<file path="config.mk">
export PLATFORM = sky130hd
export DESIGN_NAME = segment_display
export DESIGN_NICKNAME = d
export VERILOG_FILES = /design/src/rtl/segment_display.sv
export SDC_FILE = /design/constraint.sdc
export NUM_CORES = 1
export LEC_CHECK = 0
export CAP_MARGIN = 20
export CORE_MARGIN = 1
export CORE_UTILIZATION = 50
export CTS_CLUSTER_DIAMETER = 120
export DETAILED_ROUTE_END_ITERATION = 8
export GPL_TIMING_DRIVEN = 0
export PLACE_DENSITY = 0.77
export SETUP_SLACK_MARGIN = 0.15
export SYNTH_ARGS = -nofsm -noshare
export SYNTH_HDL_FRONTEND = slang
export SYNTH_SLANG_ARGS = --single-unit
</file>
<file path="constraint.sdc">
create_clock -name clock -period 5.1 [get_ports clock]
set_clock_uncertainty 0.2 [all_clocks]
set_input_delay 1.275 -clock clock [delete_from_list [all_inputs] [get_ports clock]]
set_output_delay 1.275 -clock clock [all_outputs]
set_load 0.05 [all_outputs]
</file>
<file path="src/rtl/segment_display.sv">
// Time-multiplexed driver for an 8-digit common-anode seven-segment display.
// Inputs are captured into shadow registers once per frame; all pins are registered.
module segment_display #(
  parameter int unsigned frequency      = 100000000,
  parameter int unsigned scan_frequency = 8000,
  parameter int unsigned blank_cycles   = 16
) (
  input  logic        clock,
  input  logic        reset,
  input  logic [31:0] digits,
  input  logic [7:0]  dots,
  input  logic [7:0]  enable,
  output logic [7:0]  digit_sel_n,
  output logic [7:0]  segment_n,
  output logic        frame_start
);

  localparam int unsigned DIVISOR = frequency / scan_frequency;
  localparam int unsigned CW      = (DIVISOR > 1) ? $clog2(DIVISOR) : 1;

  if (DIVISOR < 2 || blank_cycles < 1 || blank_cycles >= DIVISOR) begin : g_bad_params
    $error("segment_display: need divisor >= 2 and 1 <= blank_cycles < divisor");
  end

  logic [CW-1:0] c_q, c_d;
  logic [2:0]    s_q, s_d;
  logic [31:0]   nib_q;
  logic [7:0]    dot_q;
  logic [7:0]    en_q;
  logic [7:0]    sel_q, sel_d;
  logic [7:0]    seg_q, seg_d;
  logic          fs_q;

  logic          slot_last;
  logic          capture;
  logic          blank;
  logic [3:0]    nibble;
  logic [6:0]    pattern;

  always_comb begin
    slot_last = (c_q == CW'(DIVISOR - 1));
    c_d       = slot_last ? '0 : c_q + 1'b1;
    s_d       = slot_last ? s_q + 3'd1 : s_q;
    capture   = (c_q == '0) && (s_q == '0);
    nibble    = nib_q[{s_q, 2'b00} +: 4];

    unique case (nibble)
      4'h0: pattern = 7'h3F;
      4'h1: pattern = 7'h06;
      4'h2: pattern = 7'h5B;
      4'h3: pattern = 7'h4F;
      4'h4: pattern = 7'h66;
      4'h5: pattern = 7'h6D;
      4'h6: pattern = 7'h7D;
      4'h7: pattern = 7'h07;
      4'h8: pattern = 7'h7F;
      4'h9: pattern = 7'h6F;
      4'hA: pattern = 7'h77;
      4'hB: pattern = 7'h7C;
      4'hC: pattern = 7'h39;
      4'hD: pattern = 7'h5E;
      4'hE: pattern = 7'h79;
      default: pattern = 7'h71;
    endcase

    // Slot start is always blank, so capturing at c == 0 never shows a half-updated digit.
    blank = (c_q < CW'(blank_cycles)) || !en_q[s_q];
    sel_d = blank ? '1 : ~(8'b1 << s_q);
    seg_d = blank ? '1 : ~{dot_q[s_q], pattern};
  end

  always_ff @(posedge clock) begin
    if (reset) begin
      c_q   <= '0;
      s_q   <= '0;
      nib_q <= '0;
      dot_q <= '0;
      en_q  <= '0;
      sel_q <= '1;
      seg_q <= '1;
      fs_q  <= 1'b0;
    end else begin
      c_q   <= c_d;
      s_q   <= s_d;
      sel_q <= sel_d;
      seg_q <= seg_d;
      fs_q  <= capture;
      if (capture) begin
        nib_q <= digits;
        dot_q <= dots;
        en_q  <= enable;
      end
    end
  end

  assign digit_sel_n = sel_q;
  assign segment_n   = seg_q;
  assign frame_start = fs_q;

endmodule
</file>
* Word-level counts from Yosys, hierarchy flattened
Memories as Yosys holds them, arrays and structs flattened.
Index checks and enable logic that the tools add are counted.
Widths: inputs -> output; s select.
** Storage, ports and cells
- Register bits after elaboration :: 82
- Input bits :: 50
- Output and inout port bits :: 17
- Memory bits (read-only) :: 112
- Logic and storage cells :: 29
- Memories kept :: 1
** Operators by class
- Shift-type cells :: 2
- Reductions and logical operators :: 7
- Magnitude comparators :: 2
- Mux-type cells :: 4
- Bitwise operators :: 2
- Add/sub/neg operators :: 2
- Eq/ne operators :: 1
** Memory list
- (no name shown) :: words 16, width 7, rd ports 1, clocked after memory_dff 0, write ports 0, RTL line 47 : unique case (nibble)
** Operators with widths (count)
- $shiftx 32x6->4 :: 1
- $not 8->8 :: 2
- $add 14x1->14 const B :: 1
- $eq 14x14->1 const B :: 1
- $logic_not 14->1 :: 1
- $lt 14x5->1 const B :: 1
- $shl 1x3->8 const A :: 1
- $bmux 1 s3 :: 2
- $lt 3x4->1 const B :: 1
- $reduce_or 2->1 :: 2
- $add 3x1->3 const B :: 1
- $logic_not 3->1 :: 1
- $mux 1 :: 2
- $logic_and 1x1->1 :: 1
- $logic_not 1->1 :: 1
- $logic_or 1x1->1 :: 1

* Logic depth before layout (Yosys ltp)
Gate-level depths: netlist (run 1).
- Depth after elaboration :: 5
- Depth in mapped cells :: 11
- Depth with buffers taken out :: 9

* Worst setup path after synthesis (run 1)
OpenSTA, ideal clock, no wires.
- Kind :: register to register
- From :: register s_q[0]
- To :: register seg_q[5] (netlist: segment_n[5])
- Path slack :: 2.436 ns
- Period minus slack after synthesis :: 2.664 ns
- Path buffers :: 2
- Arrival time :: 2.328 ns
- Cell stages (with the launch flop) :: 11
- Required time :: 4.764 ns
- Library setup time :: 0.136 ns
- Cells stage by stage :: dfxtp_1 buf_2 buf_2 mux4_2 mux2i_1 inv_1 ha_1 inv_1 nor2_1 a21oi_1 o221ai_1
** Between the ends
- Cells in the longest elaborated chain, start to end :: 5
- Elaborated cells between the ends (all ways) :: 8
- Classes of those cells :: 1 x shift; 2 x mux; 1 x bitwise; 3 x reduce/logical; 1 x memory
** RTL lines
- start: declaration :: RTL line 26 : logic [2:0] s_q, s_d;
- start signal: assignment :: RTL line 75 : s_q <= '0;
- start signal: assignment :: RTL line 84 : s_q <= s_d;
- branches (longest 5 deep; another with $mem_v2 16x7)
- end signal: assignment :: RTL line 86 : seg_q <= seg_d;
- end: declaration :: RTL line 31 : logic [7:0] seg_q, seg_d;
Several ways; the timed one is not identified. The select of a mux whose other input is x is not followed.
A chain may end at the register's enable or synchronous reset.

* Worst setup path after layout (run 1)
- From :: register s_q[0]
- To :: register seg_q[3] (netlist: segment_n[3])
The elaborated chain is that of the path after synthesis.

==> summary.md, run 1 <==
| Metric | Value |
|---|---|
| Seq/Total Area, Yosys | `0.455` |
| Post-route DRC | `0` |
| Final Routed Wirelength | `7.54 mm` |
| # hold bufs at CTS | `0` |
| Internal cell power | `0.969 mW` |
| Switching share of power | `0.271` |
| CTS tree | `yes` |
| Grt ovf | `0` |
| Comb power frac | `0.165` |
| # resized after CTS | `0` |
| DR iter-0 viols | `around 160` |
| Core Area | `6870 µm²` |
| Outcome | `finished clean` |
| Multiplexer share of the synthesized area | `0.0884` |
| Total track usage | `0.217` |
| I/O Buffers | `65` |
| Clock-pin transition on the worst setup and hold timing paths | `0.08 ns` |
| Design area | `4550 µm²` |
| H-tree lvl count | `3` |
| Final Cycle Share | `0.644` |
| Most frequent cell after synthesis | `nand2_1` |
| Setup Crit Path Kind | `flip-flop to flip-flop` |
| Die outline area | `approximately 7600 µm²` |
| IR drop worst, VDD | `137 µV` |
| Mean Syn Cell Area | `8.93 µm²` |
| Num CTS Buffers | `9` |
| R2r endpoint | `segment_n[3]` |
| Seq cells post-synth | `approximately 80` |
| Sequential group share of total power | `0.525` |
| Sw Pwr | `0.360 mW` |
| Setup tns final | `0 ns` |
| Crit path capture type | `flip-flop` |
| Worst Reg-to-Reg Cells | `8` |
| Synth top area share | `0.455` |
| Vias | `2966` |
| Synth unique cells | `43` |
| Initial Utilization | `0.526` |
| Max Slew Vio Count | `0` |
| Clk root buf | `clkbuf_8` |
| Diodes inserted | `0` |
| Vias/cell | `5.10` |
| Asr flop ratio synth | `0` |
| RSZ-0062 raised after global routing | `no` |
| Largest family of logic cells by synthesized area | `simple AND/OR/NAND/NOR gates` |
| Post-layout minimum cycle time | `between 3 and 4 ns` |
| # IOs | `67` |
| Final ANT Viol Nets | `0` |
| Commonest cells post-synth | `nand2_1, dfxtp_1, a21oi_1, nor2_1, ha_1` |
| Simple-gate area share of the yosys netlist | `0.218` |
| Slew Limit Headroom | `0.599` |
| Clock Power Share | `0.310` |
| Fill cells | `~600` |
| Synthesized instance count | `around 400` |
| Max Fclk | `0.304 GHz` |
| Worst EP arrival | `3.30 ns` |
| Drt wl/cell | `13.0 µm` |
| Clk buf depth | `2` |
| Final Non-Filler Cells | `581` |
| Sink Count | `82` |
| Worst hold path class | `flip-flop to flip-flop` |
| Initial antenna violation count | `0` |
| Final Setup Violations | `0` |
| Cells after DPL | `565` |
| Layout area overhead | `26.1%` |
| Final HPWL DP | `5.50 mm` |
| Final Hold Viols | `0` |
| Crit-path max FO | `10` |
| Setup Buffers After CTS | `0` |
| Drt first pass iters | `4` |
| Mapped cell area | `3610 µm²` |
| Placed Instance Area | `4380 µm²` |
| Yosys top cell by area | `dfxtp_1` |
| HP Start | `nib_q[8]` |
| Number of global-route vias before repair | `2783` |
| Max-Cap Viols | `0` |
| First-pass GRT wire length | `12.5 mm` |
| Post-route worst setup slack | `1.81 ns` |
| Die Y | `87.0 µm` |
| Largest net degree at the start of global routing | `14` |
| Area contributors post-synth | `dfxtp_1, nand2_1, mux4_2` |
| Cell Pwr Density | `292 nW/µm²` |
| Worst slack, placed | `1.98 ns` |
| Nets | `544` |
| RR Startpoint | `s_q[0]` |
| Post-synth EDFFs | `0` |
| Ratio of cells with drive above 1 in the final layout | `0.132` |
| Leakage | `between 1.5 and 2 nW` |
| Syn nets | `468` |
| Synth Area in Adders | `0.0485` |
| Startpoint types | `flip-flop` |
| Routability cong. | `0.788` |
| Syn. warnings | `0` |
| Worst hold path cell count | `2` |
| Row count | `30` |
| Post-Synth XOR/XNOR Area | `0.0315` |
| R2R Setup Slk | `1.81 ns` |
| Slew @ Worst Pin | `0.584 ns` |
| Complex-gate fraction of the synthesized area | `0.112` |
| Die width | `87.0 µm` |
| WHS | `0.257 ns` |
| Ys flop type | `dfxtp_1` |
| Clock latency on the worst-skew pair | `between 0.3 and 0.4 ns` |
| Hold path endpoint | `nib_q[8]` |
| Required @ worst endpoint | `about 5 ns` |
## registers in the layout (all words and copies together) (netlist names)
name / cells
digit_sel_n: 8
frame_start: 1
c_q: 14
en_q: 8
nib_q: 32
dot_q: 8
s_q: 3
segment_n: 8
## layer usage
| metal | share of wire | GRT usage | vias to the layer above |
|---|---|---|---|
| met1 | 0.46 | 0.275 | 1368 |
| li1 | - | - | 1507 |
| met5 | 0 | 0 | - |
| met4 | 0.022 | 0.115 | 0 |
| met3 | 0.046 | 0.0322 | 14 |
| met2 | 0.47 | 0.359 | 77 |
## how the worst max path moves through the flow
stage                 from           end  slack, ns  cells past startpoint
finish              s_q[0]  segment_n[3]       1.81                      8
floorplan           s_q[0]  segment_n[5]       2.44                     10
global placement    s_q[0]  segment_n[3]       2.03                      8
CTS                 s_q[0]  segment_n[3]       1.79                      8
global route        s_q[0]  segment_n[3]       1.58                      8
detailed placement  s_q[0]  segment_n[6]       1.98                     10
## area by class of cell
type                    count  area (µm²)  area share
plain buffers              25         130      0.0286
clock buffers              11         141      0.0311
clock inverters             5        30.0     0.00660
inverters                  10        37.5     0.00825
multi-input cells         287        1800       0.396
flip-flops and latches     82        1640       0.361
well taps                  96         120      0.0264
repair buffers             65         651       0.143
## through the flow
step / utilization / total power, mW
finish: 0.663 / 1.33
global route: 0.663 / 1.39
CTS: 0.663 / 1.34
detailed placement: 0.638 / 0.930
global placement: 0.638 / 0.924
floorplan: - / 0.851
## power groups by stage
stage                     combinational (mW)  sequential, mW  clock, mW
after floorplan                        0.141           0.710          0
after global routing                   0.242           0.702      0.442
after CTS                              0.220           0.698      0.420
after global placement                 0.213           0.711          0
after detailed placement               0.217           0.713          0
final                                  0.219           0.698      0.412
## critical path, cell delays in order (launching register included)
cell and delay [ns]:
dfxtp_1 0.35, buf_2 0.24, buf_2 0.38, mux4_2 0.55, mux2i_1 0.49, inv_1 0.18, ha_1 0.30, a211oi_1 0.31
o21ai_0 0.16
## cell usage in the layout (no fill, tap or decap), drive strengths merged, types with 9 or more instances in the layout
cell type	netlist	routed
clkbuf	13	24
a21oi	51	51
nor2	23	23
buf	12	12
dfxtp	82	82
mux4	10	10
ha	14	14
nand2	116	116
clkdlybuf4s50	0	65
inv	9	9
## cell families (layout without fill, tap and decap cells)
| group | after synthesis | in the layout |
|---|---|---|
| simple gates | 175 | 175 |
| flops | 82 | 82 |
| compound gates | 66 | 66 |
| buf+inv | 35 | 116 |
| mux | 19 | 19 |
| fa+ha+maj | 14 | 14 |
| xor+xnor | 13 | 13 |
(Power assumes the default switching activity.)
==> inputs of run 2 (changes only) <==
- CORE_UTILIZATION: 50 -> 47
- PLACE_DENSITY: 0.77 -> 0.76
- clock period: 5.1 -> 2.87 ns (I/O delays scaled with it)
==> run 2 against run 1 <==
Compared with the run above: critical path depth is 2 higher; die area increased by 6.2%; hold slack about the same; final cell count increased by 0.52%; design area is 2.7% higher; maximum frequency up 27%; setup slack got worse by 1.5 ns; critical endpoint is now segment_n[6]; largest cell class unchanged.
==> summary.md, run 2 (same netlist as run 1, synthesis figures left out) <==
| Metric | Value |
|---|---|
| Outcome | `finished clean` |
| Commonest non-fill, non-tap cell in the layout | `nand2_1` |
| Routability cong. | `0.833` |
| Leakage | `1.79 nW` |
| Max Fclk | `0.387 GHz` |
| # IOs | `67` |
| CTS tree | `yes` |
| RSZ-0062 raised after global routing | `no` |
| Post-route DRC | `0` |
| Die outline area | `8030 µm²` |
| Sink Count | `82` |
| Layout area overhead | `29.5%` |
| Max Slew Vio Count | `0` |
| Biggest regs | `nib_q (32), c_q (14)` |
| Vias | `about 3000` |
| Number of global-route vias before repair | `2817` |
| Post-route worst setup slack | `0.286 ns` |
| H-tree lvl count | `3` |
| Cell Pwr Density | `571 nW/µm²` |
| Clock latency on the worst-skew pair | `0.36 ns` |
| Crit-path max FO | `10` |
| Clock-pin transition on the worst setup and hold timing paths | `roughly 0.080 ns` |
| Worst hold path class | `flip-flop to flip-flop` |
| DR iter-0 viols | `157` |
| Final ANT Viol Nets | `0` |
| R2R Setup Slk | `0.29 ns` |
| Final Routed Wirelength | `7.72 mm` |
| Diodes inserted | `0` |
| Worst slack, placed | `-0.236 ns` |
| First-pass GRT wire length | `12.8 mm` |
| Num CTS Buffers | `9` |
| Nets | `between 500 and 600` |
| Total track usage | `0.212` |
| Setup Crit Path Kind | `flip-flop to flip-flop` |
| Initial antenna violation count | `0` |
| Final Hold Viols | `0` |
| Largest register FFs | `32` |
| Core Area | `7330 µm²` |
| Commonest non-fill, non-tap cells in the layout | `nand2_1, dfxtp_1, clkdlybuf4s50_1, a21oi_1, nor2_1` |
| Clk buf depth | `2` |
| Clk root buf | `clkbuf_8` |
| Final HPWL DP | `5.61 mm` |
| Drt wl/cell | `13.2 µm` |
| Post-layout minimum cycle time | `2.58 ns` |
| Vias/cell | `slightly above 5` |
| Drt first pass iters | `4` |
| Slew @ Worst Pin | `0.593 ns` |
| Crit path capture type | `flip-flop` |
| Startpoint types | `flip-flop` |
| Initial Utilization | `0.492` |
| Die width | `89.6 µm` |
| Worst EP arrival | `between 2 and 3 ns` |
| Grt ovf | `0` |
| Required @ worst endpoint | `~2.9 ns` |
| Largest net degree at the start of global routing | `14` |
| Final Cycle Share | `0.900` |
| Slew Limit Headroom | `0.604` |
| IR drop worst, VDD | `around 310 µV` |
| I/O Buffers | `65` |
| Max-Cap Viols | `0` |
| Biggest register | `nib_q` |
| Ratio of cells with drive above 1 in the final layout | `0.146` |
| Setup Buffers After CTS | `0` |
| Die Y | `89.6 µm` |
| Setup tns final | `0 ns` |
| WHS | `0.257 ns` |
| Final Setup Violations | `0` |
| Row count | `31` |
-- run 2: cell count changes in the layout (fill, tap and decap cells not counted), sizes merged --
| cell | delta |
|---|---|
| bufinv | +3 |
| clkinvlp | -1 |
| clkinv | -2 |
-- run 2: stage by stage --
| stage | util | instance area (µm²) | power (mW) | instances |
|---|---|---|---|---|
| 2_1_floorplan | - | 3610 | 1.51 | 404 |
| 3_3_place_gp | 0.598 | 4380 | 1.64 | 568 |
| 3_5_place_dp | 0.598 | 4380 | 1.65 | 568 |
| 4_1_cts | 0.635 | 4660 | 2.67 | 584 |
| 5_1_grt | 0.638 | 4680 | 2.77 | 584 |
| 6_report | 0.638 | 4680 | 2.67 | 584 |
-- run 2: path summary, 6_finish.rpt --
| kind | start | to | cells after the start |
|---|---|---|---|
| max | s_q[0] | segment_n[6] | 10 |
| min | nib_q[4] | nib_q[4] | 2 |
| max reg2reg | s_q[0] | segment_n[6] | 10 |
| min reg2reg | nib_q[4] | nib_q[4] | 2 |
-- run 2: worst max-delay path, stage by stage, from the launching register on --
cell and delay, ns:
dfxtp_2 0.36, buf_6 0.15, buf_8 0.17, mux4_2 0.55, mux2i_4 0.26, inv_1 0.12, ha_1 0.19, inv_1 0.08
nor2_1 0.07, a21oi_1 0.15, o221ai_1 0.13
-- run 2: metal layers --
metal,wire [µm],track usage,part of all wire
met5,0,0,0
met4,119,0.0895,0.015
met3,404,0.0475,0.052
met2,3640,0.345,0.47
met1,3550,0.273,0.46
-- run 2: layout make-up --
type                       count  area [µm²]
clock buffer                  11         151
fill                         615        2660
multi-input combinational    287        1810
tap                           99         124
inverter                      10        41.3
sequential                    82        1640
clock inverter                 5         100
timing repair buffer          65         651
buffer                        25         151
-- run 2: what timing repair did --
| action | in CTS | in global routing |
|---|---|---|
| gates resized for setup | 6 | 9 |
| hold buffers | 0 | 0 |
| setup endpoints to repair | 7 | 6 |
-- run 2: power breakdown --
part / internal, mW / switching, mW / leakage, nW
Sequential: 1.21 / 0.0344 / 0.672
Clock: 0.623 / 0.414 / 0.129
Combinational: 0.183 / 0.207 / 0.987
Total: 2.01 / 0.656 / 1.79
